## src/rtl/twos_to_signmag_serial_if.sv

```systemverilog
// Handshake bundle between a two's-complement producer, the serial
// sign-magnitude decoder and its sign-magnitude consumer.
interface twos_to_signmag_serial_if #(
  parameter int WIDTH = 4
);
  logic             in_valid;
  logic             in_ready;
  logic [WIDTH-1:0] in_data;
  logic             out_valid;
  logic             out_ready;
  logic             out_sign;
  logic [WIDTH-1:0] out_mag;
  logic             out_minneg;

  // Producer/consumer side of the bundle.
  modport master (
    output in_valid,
    output in_data,
    output out_ready,
    input  in_ready,
    input  out_valid,
    input  out_sign,
    input  out_mag,
    input  out_minneg
  );

  // Decoder side of the bundle.
  modport slave (
    input  in_valid,
    input  in_data,
    input  out_ready,
    output in_ready,
    output out_valid,
    output out_sign,
    output out_mag,
    output out_minneg
  );
endinterface

```

## src/rtl/twos_to_signmag_serial.sv

```systemverilog
// Bit-serial two's-complement to sign-magnitude decoder, LSB-first:
// copy bits up to and including the first 1, invert the rest when negative.
module twos_to_signmag_serial #(
  parameter int WIDTH = 4
) (
  input  logic                    clk,
  input  logic                    rst,
  twos_to_signmag_serial_if.slave bus,
  output logic                    busy
);

  localparam int             CW       = $clog2(WIDTH + 1);
  localparam logic [CW-1:0]  LAST_CNT = CW'(WIDTH - 1);
  localparam logic [WIDTH-1:0] MINNEG = {1'b1, {(WIDTH-1){1'b0}}};

  typedef enum logic [1:0] {
    ST_IDLE  = 2'd0,
    ST_SHIFT = 2'd1,
    ST_DONE  = 2'd2
  } state_t;

  // A negative word flips every bit above the first 1 seen from the LSB.
  function automatic logic conv_bit(input logic b, input logic sign, input logic seen);
    conv_bit = b ^ (sign & seen);
  endfunction

  state_t           state_r, state_s;
  logic [WIDTH-1:0] shreg_r, shreg_s;
  logic [WIDTH-1:0] res_r, res_s;
  logic             sign_r, sign_s;
  logic             seen_r, seen_s;
  logic [CW-1:0]    cnt_r, cnt_s;
  logic             out_sign_r, out_sign_s;
  logic [WIDTH-1:0] out_mag_r, out_mag_s;
  logic             out_minneg_r, out_minneg_s;
  logic             out_valid_r, out_valid_s;
  logic             in_ready_r, in_ready_s;
  logic             busy_r, busy_s;
  logic             r_bit_s;
  logic [WIDTH-1:0] res_shift_s;

  // Next-state, datapath and registered-output decode.
  always_comb begin
    state_s      = state_r;
    shreg_s      = shreg_r;
    res_s        = res_r;
    sign_s       = sign_r;
    seen_s       = seen_r;
    cnt_s        = cnt_r;
    out_sign_s   = out_sign_r;
    out_mag_s    = out_mag_r;
    out_minneg_s = out_minneg_r;
    r_bit_s      = conv_bit(shreg_r[0], sign_r, seen_r);
    res_shift_s  = {r_bit_s, res_r[WIDTH-1:1]};

    case (state_r)
      ST_IDLE: begin
        if (bus.in_valid) begin
          state_s = ST_SHIFT;
          shreg_s = bus.in_data;
          sign_s  = bus.in_data[WIDTH-1];
          seen_s  = 1'b0;
          cnt_s   = '0;
          res_s   = '0;
        end else begin
          state_s = ST_IDLE;
        end
      end
      ST_SHIFT: begin
        shreg_s = {1'b0, shreg_r[WIDTH-1:1]};
        res_s   = res_shift_s;
        seen_s  = seen_r | shreg_r[0];
        cnt_s   = cnt_r + CW'(1);
        if (cnt_r == LAST_CNT) begin
          state_s      = ST_DONE;
          out_sign_s   = sign_r;
          out_mag_s    = res_shift_s;
          // Only 100..0 decodes to magnitude 100..0 with the sign set.
          out_minneg_s = sign_r && (res_shift_s == MINNEG);
        end else begin
          state_s = ST_SHIFT;
        end
      end
      ST_DONE: begin
        if (bus.out_ready) begin
          state_s = ST_IDLE;
        end else begin
          state_s = ST_DONE;
        end
      end
      default: begin
        state_s = ST_IDLE;
      end
    endcase

    in_ready_s  = (state_s == ST_IDLE);
    out_valid_s = (state_s == ST_DONE);
    busy_s      = (state_s != ST_IDLE);
  end

  // State register; reset wins over any handshake in the same cycle.
  always_ff @(posedge clk) begin
    if (rst) begin
      state_r      <= ST_IDLE;
      shreg_r      <= '0;
      res_r        <= '0;
      sign_r       <= 1'b0;
      seen_r       <= 1'b0;
      cnt_r        <= '0;
      out_sign_r   <= 1'b0;
      out_mag_r    <= '0;
      out_minneg_r <= 1'b0;
      out_valid_r  <= 1'b0;
      in_ready_r   <= 1'b1;
      busy_r       <= 1'b0;
    end else begin
      state_r      <= state_s;
      shreg_r      <= shreg_s;
      res_r        <= res_s;
      sign_r       <= sign_s;
      seen_r       <= seen_s;
      cnt_r        <= cnt_s;
      out_sign_r   <= out_sign_s;
      out_mag_r    <= out_mag_s;
      out_minneg_r <= out_minneg_s;
      out_valid_r  <= out_valid_s;
      in_ready_r   <= in_ready_s;
      busy_r       <= busy_s;
    end
  end

  assign bus.in_ready   = in_ready_r;
  assign bus.out_valid  = out_valid_r;
  assign bus.out_sign   = out_sign_r;
  assign bus.out_mag    = out_mag_r;
  assign bus.out_minneg = out_minneg_r;
  assign busy           = busy_r;

endmodule

```

## src/flat_wrapper.sv

```systemverilog
// flat-port wrapper written by rule: the top's interface ports become plain ports
module twos_to_signmag_serial_flat 
#(
  parameter int WIDTH = 4
)
  (clk, rst, busy, bus_in_valid, bus_in_data, bus_out_ready, bus_in_ready, bus_out_valid, bus_out_sign, bus_out_mag, bus_out_minneg);
  twos_to_signmag_serial_if #(.WIDTH(WIDTH)) bus_i ();
  input  logic clk;
  input  logic rst;
  output logic busy;
  input wire logic [$bits(bus_i.in_valid)-1:0] bus_in_valid;
  input wire logic [$bits(bus_i.in_data)-1:0] bus_in_data;
  input wire logic [$bits(bus_i.out_ready)-1:0] bus_out_ready;
  output wire logic [$bits(bus_i.in_ready)-1:0] bus_in_ready;
  output wire logic [$bits(bus_i.out_valid)-1:0] bus_out_valid;
  output wire logic [$bits(bus_i.out_sign)-1:0] bus_out_sign;
  output wire logic [$bits(bus_i.out_mag)-1:0] bus_out_mag;
  output wire logic [$bits(bus_i.out_minneg)-1:0] bus_out_minneg;
  assign bus_i.in_valid = bus_in_valid;
  assign bus_i.in_data = bus_in_data;
  assign bus_i.out_ready = bus_out_ready;
  assign bus_in_ready = bus_i.in_ready;
  assign bus_out_valid = bus_i.out_valid;
  assign bus_out_sign = bus_i.out_sign;
  assign bus_out_mag = bus_i.out_mag;
  assign bus_out_minneg = bus_i.out_minneg;
  twos_to_signmag_serial #(.WIDTH(WIDTH)) u_core (.clk(clk), .rst(rst), .bus(bus_i), .busy(busy));
endmodule
```

## config.mk

```make
export PLATFORM = sky130hd
export DESIGN_NAME = twos_to_signmag_serial_flat
export DESIGN_NICKNAME = d
export VERILOG_FILES = /design/src/rtl/twos_to_signmag_serial_if.sv /design/src/rtl/twos_to_signmag_serial.sv /design/src/flat_wrapper.sv
export SDC_FILE = /design/constraint.sdc
export NUM_CORES = 1
export LEC_CHECK = 0
export ABC_CLOCK_PERIOD_IN_PS = 3000
export CAP_MARGIN = 5
export CORE_MARGIN = 4
export CORE_UTILIZATION = 40
export DETAILED_ROUTE_END_ITERATION = 12
export GPL_TIMING_DRIVEN = 0
export PLACE_DENSITY_LB_ADDON = 0.12
export SLEW_MARGIN = 20
export SYNTH_ARGS = -nofsm -noshare
export SYNTH_HDL_FRONTEND = slang
export SYNTH_SLANG_ARGS = --single-unit
export TNS_END_PERCENT = 20
```

## constraint.sdc

```tcl
create_clock -name clk -period 3 [get_ports clk]
set_input_delay 0.6 -clock clk [delete_from_list [all_inputs] [get_ports clk]]
set_output_delay 0.6 -clock clk [all_outputs]
set_load 0.005 [all_outputs]
```

==> flow_metrics.env <==
export IMPL_clockPowerShare_pct=26.6
export IMPL_final_cells=140
export IMPL_num_vias=709
export IMPL_reg2regPathDepth=5
export IMPL_drtIter0Drc=14
export IMPL_routed_wl_mm=1.73
export IMPL_cts_max_level=1
export IMPL_ctsHoldBuffers=0
export IMPL_drive_gt1_share_pct=9.82
export IMPL_powerDensity_mw_per_mm2=454
export IMPL_fillers=213
export IMPL_dp_cells=136
export IMPL_nets=123
export IMPL_cts_tree="done"
export IMPL_yosysSeqAreaShare_pct=50.1
export IMPL_syn_area_per_cell_um2=10.0
export IMPL_cts_resized_gates=0
export IMPL_rsz0062_at_grt="false"
export IMPL_placedInstanceArea_mm2=0.00111
export IMPL_worstPathRequired_ns=2.40
export IMPL_whs_path_depth=2
export IMPL_highest_layer="met4"
export IMPL_crit_path_start_kind="register"
export IMPL_overflow=0
export IMPL_detail_route_vias_per_cell=5.06
export IMPL_wirelength_met1_um=812
export IMPL_slowest_delay_ns=0.50
export IMPL_crit_chain="clkdlybuf4s50_1"
export IMPL_postRouteAntennaNets=0
export IMPL_slowest_stage="clkdlybuf4s50_1"
export IMPL_leakagePower_nw=0.436
export IMPL_initial_core_util_pct=42.0
export IMPL_io_pins=17
export IMPL_grt_max_degree=14
export IMPL_path_delay_family="buffers and inverters"
export IMPL_syn_nets=102
export IMPL_utilization_pct=52.1
export IMPL_max_slew_margin_pct=66.8
export IMPL_seq_power_share_pct=62.5
export IMPL_antenna_cells=0
export IMPL_status="completed"
export IMPL_clkSinkCount=23
export IMPL_grt_pass1_vias=636
export IMPL_gp_congestion=0.721
export IMPL_area_growth_pct=24.2
export IMPL_setup_tns_final_ns=0
export IMPL_wl_met2_um=802
export IMPL_min_period_ns=1.76
export IMPL_timing_fmax_mhz=569
export IMPL_dp_hpwl_mm=1.26
export IMPL_die_h_um=56.0
export IMPL_num_rows=17
export IMPL_portBuffers=16
export IMPL_wl_met3_um=94
export IMPL_cts_root_buf="clkbuf_4"
export IMPL_synth_cell_area_um2=920
export IMPL_clock_skew_ns=0.00283
export IMPL_setup_viol=0
export IMPL_grt_first_pass_wirelength_mm=2.88
export IMPL_post_route_period_util_pct=58.6
export IMPL_avgRoutedWirePerCell_um=12.3
export IMPL_core_mm2=0.00219
export IMPL_die_w_um=56.0
export IMPL_final_area_mm2=0.00114
export IMPL_cp_depth=1
export IMPL_hold_path_class="register to register"
export IMPL_hold_viol=0
export IMPL_antenna_found_initial=0
export IMPL_postCtsSetupBuffers=0
export IMPL_drc=0
export IMPL_drv_slew=0
export IMPL_cp_max_fo=2
export IMPL_clockBufferDepth=2
export IMPL_switching_share_pct=23.8
export IMPL_crit_type="register to output pin"
export IMPL_p_switching_uw=123
export IMPL_clk_latency_ns=0.30
export IMPL_end_kind="output pin"
export IMPL_power_frac_comb_pct=10.9
export IMPL_yosys_warnings=0
export IMPL_ys_ff_latch=23
export IMPL_clk_pin_slew_ns=0.12
export IMPL_intPower_uw=395
export IMPL_cp_num_buf_inv=1
export IMPL_grt_usage_pct=11.6
export IMPL_tightestPinTransition_ns=0.498
export IMPL_drv_cap=0
export IMPL_first_pass_iters=4
export IMPL_syn_inst=92
export IMPL_cp_arrival_ns=1.16
export IMPL_die_area_mm2=0.00313
export IMPL_ys_types=31
export IMPL_cts_buffers=3
export IMPL_max_vdd_ir_drop_v=0.000257
[synth_stat cells]
library cell / instances / area share [%]
nor3b_1: 1 / 0.82
ha_1: 2 / 2.7
a21oi_2: 1 / 0.95
buf_4: 1 / 0.82
nand2b_1: 2 / 1.4
nor2_1: 13 / 5.3
inv_1: 1 / 0.41
mux2i_1: 7 / 7.6
buf_2: 1 / 0.54
clkbuf_1: 2 / 0.82
and2b_4: 1 / 1.1
a21oi_1: 6 / 3.3
a211oi_1: 3 / 2.4
nand3b_2: 1 / 1.2
a311oi_1: 1 / 0.95
a22oi_1: 3 / 2.4
o21ai_0: 3 / 1.6
dfxtp_1: 23 / 50
or3b_1: 2 / 1.9
nand4b_1: 1 / 0.95
nand3b_1: 1 / 0.82
o31ai_1: 1 / 0.82
xor2_1: 2 / 1.9
a2111oi_2: 1 / 1.6
nor3_1: 1 / 0.54
nand3_1: 3 / 1.6
or2_1: 1 / 0.68
nand2_1: 4 / 1.6
buf_6: 1 / 1.2
a2bb2oi_1: 1 / 0.95
o21bai_1: 1 / 0.82
[layer usage]
| metal | track usage [%] | vias up |
|---|---|---|
| met4 | 5.08 | 0 |
| met1 | 15.5 | 328 |
| met2 | 18.1 | 12 |
| met5 | 0 | - |
| met3 | 2.55 | 2 |
| li1 | - | 367 |
[power by group through the flow]
stage | Clock, mW | Sequential (mW) | Combinational [mW]
5_1_grt | 0.159 | 0.326 | 0.0623
3_3_place_gp | 0 | 0.331 | 0.0556
3_5_place_dp | 0 | 0.331 | 0.0572
4_1_cts | 0.145 | 0.324 | 0.0575
2_1_floorplan | 0 | 0.330 | 0.0344
6_report | 0.138 | 0.324 | 0.0565
[worst register-to-register path: stages (launching register included)]
cell,delay [ns]
dfxtp_1,0.34
ha_1,0.20
ha_1,0.28
nand3b_2,0.23
a21oi_2,0.10
or2_1,0.23
[layout by cell type (no fill, tap or decap), drive strengths merged]
cell	count
dfxtp	23
nand4b	1
nand2	4
and2b	1
nor2	13
buf	3
a21oi	7
a2bb2oi	1
or3b	2
a22oi	3
ha	2
a311oi	1
or2	1
xor2	2
clkdlybuf4s50	16
nand3b	2
o21bai	1
clkbuf	5
o31ai	1
a211oi	3
clkinv	1
inv	1
nor3b	1
nor3	1
nand3	3
nand2b	2
a2111oi	1
mux2i	7
o21ai	3
[metrics by stage]
stage / hold WS, ns / power [mW] / setup WS [ns]
after global placement: 0.443 / 0.386 / 1.03
after detailed placement: 0.447 / 0.388 / 0.995
after global routing: 0.484 / 0.548 / 1.19
after CTS: 0.465 / 0.527 / 1.23
final: 0.461 / 0.519 / 1.24
after floorplan: 0.453 / 0.364 / 1.66
[final timing paths]
path / from / to / slack (ns)
setup / recovery: u_core.bus.out_mag[3] / bus_out_mag[3] / 1.24
hold / removal: u_core.bus.out_mag[0] / u_core.bus.out_mag[0] / 0.46
setup reg to reg: u_core.cnt_r[0] / u_core.busy / 1.54
hold reg to reg: u_core.bus.out_mag[0] / u_core.bus.out_mag[0] / 0.46
[logic make-up (layout without fill, tap and decap cells)]
kind of cell / count (synthesis) / count (layout) / synth area share [%]
mux: 7 / 7 / 7.62
simple gates: 31 / 31 / 18.0
flops: 23 / 23 / 50.1
buf+inv: 6 / 26 / 3.81
compound gates: 21 / 21 / 15.9
xor+xnor: 2 / 2 / 1.91
fa+ha+maj: 2 / 2 / 2.72
[registers in the layout (all words and copies together) (netlist names)]
register,cells
u_core.bus.in_ready,1
u_core.bus.out_mag,4
u_core.bus.out_minneg,1
u_core.bus.out_sign,1
u_core.bus.out_valid,1
u_core.busy,1
u_core.cnt_r,3
u_core.res_r,3
u_core.seen_r,1
u_core.shreg_r,4
u_core.sign_r,1
u_core.state_r,2
[final cells by class]
class	instances	area [µm²]	area share (%)
Buffer	5	31.3	2.74
Clock buffer	3	22.5	1.97
Clock inverter	1	5.00	0.438
Inverter	1	3.75	0.329
Multi-Input combinational cell	63	424	37.1
Sequential cell	23	460	40.3
Tap cell	28	35.0	3.07
Timing Repair Buffer	16	160	14.0
Power figures use the tool's default switching activity.
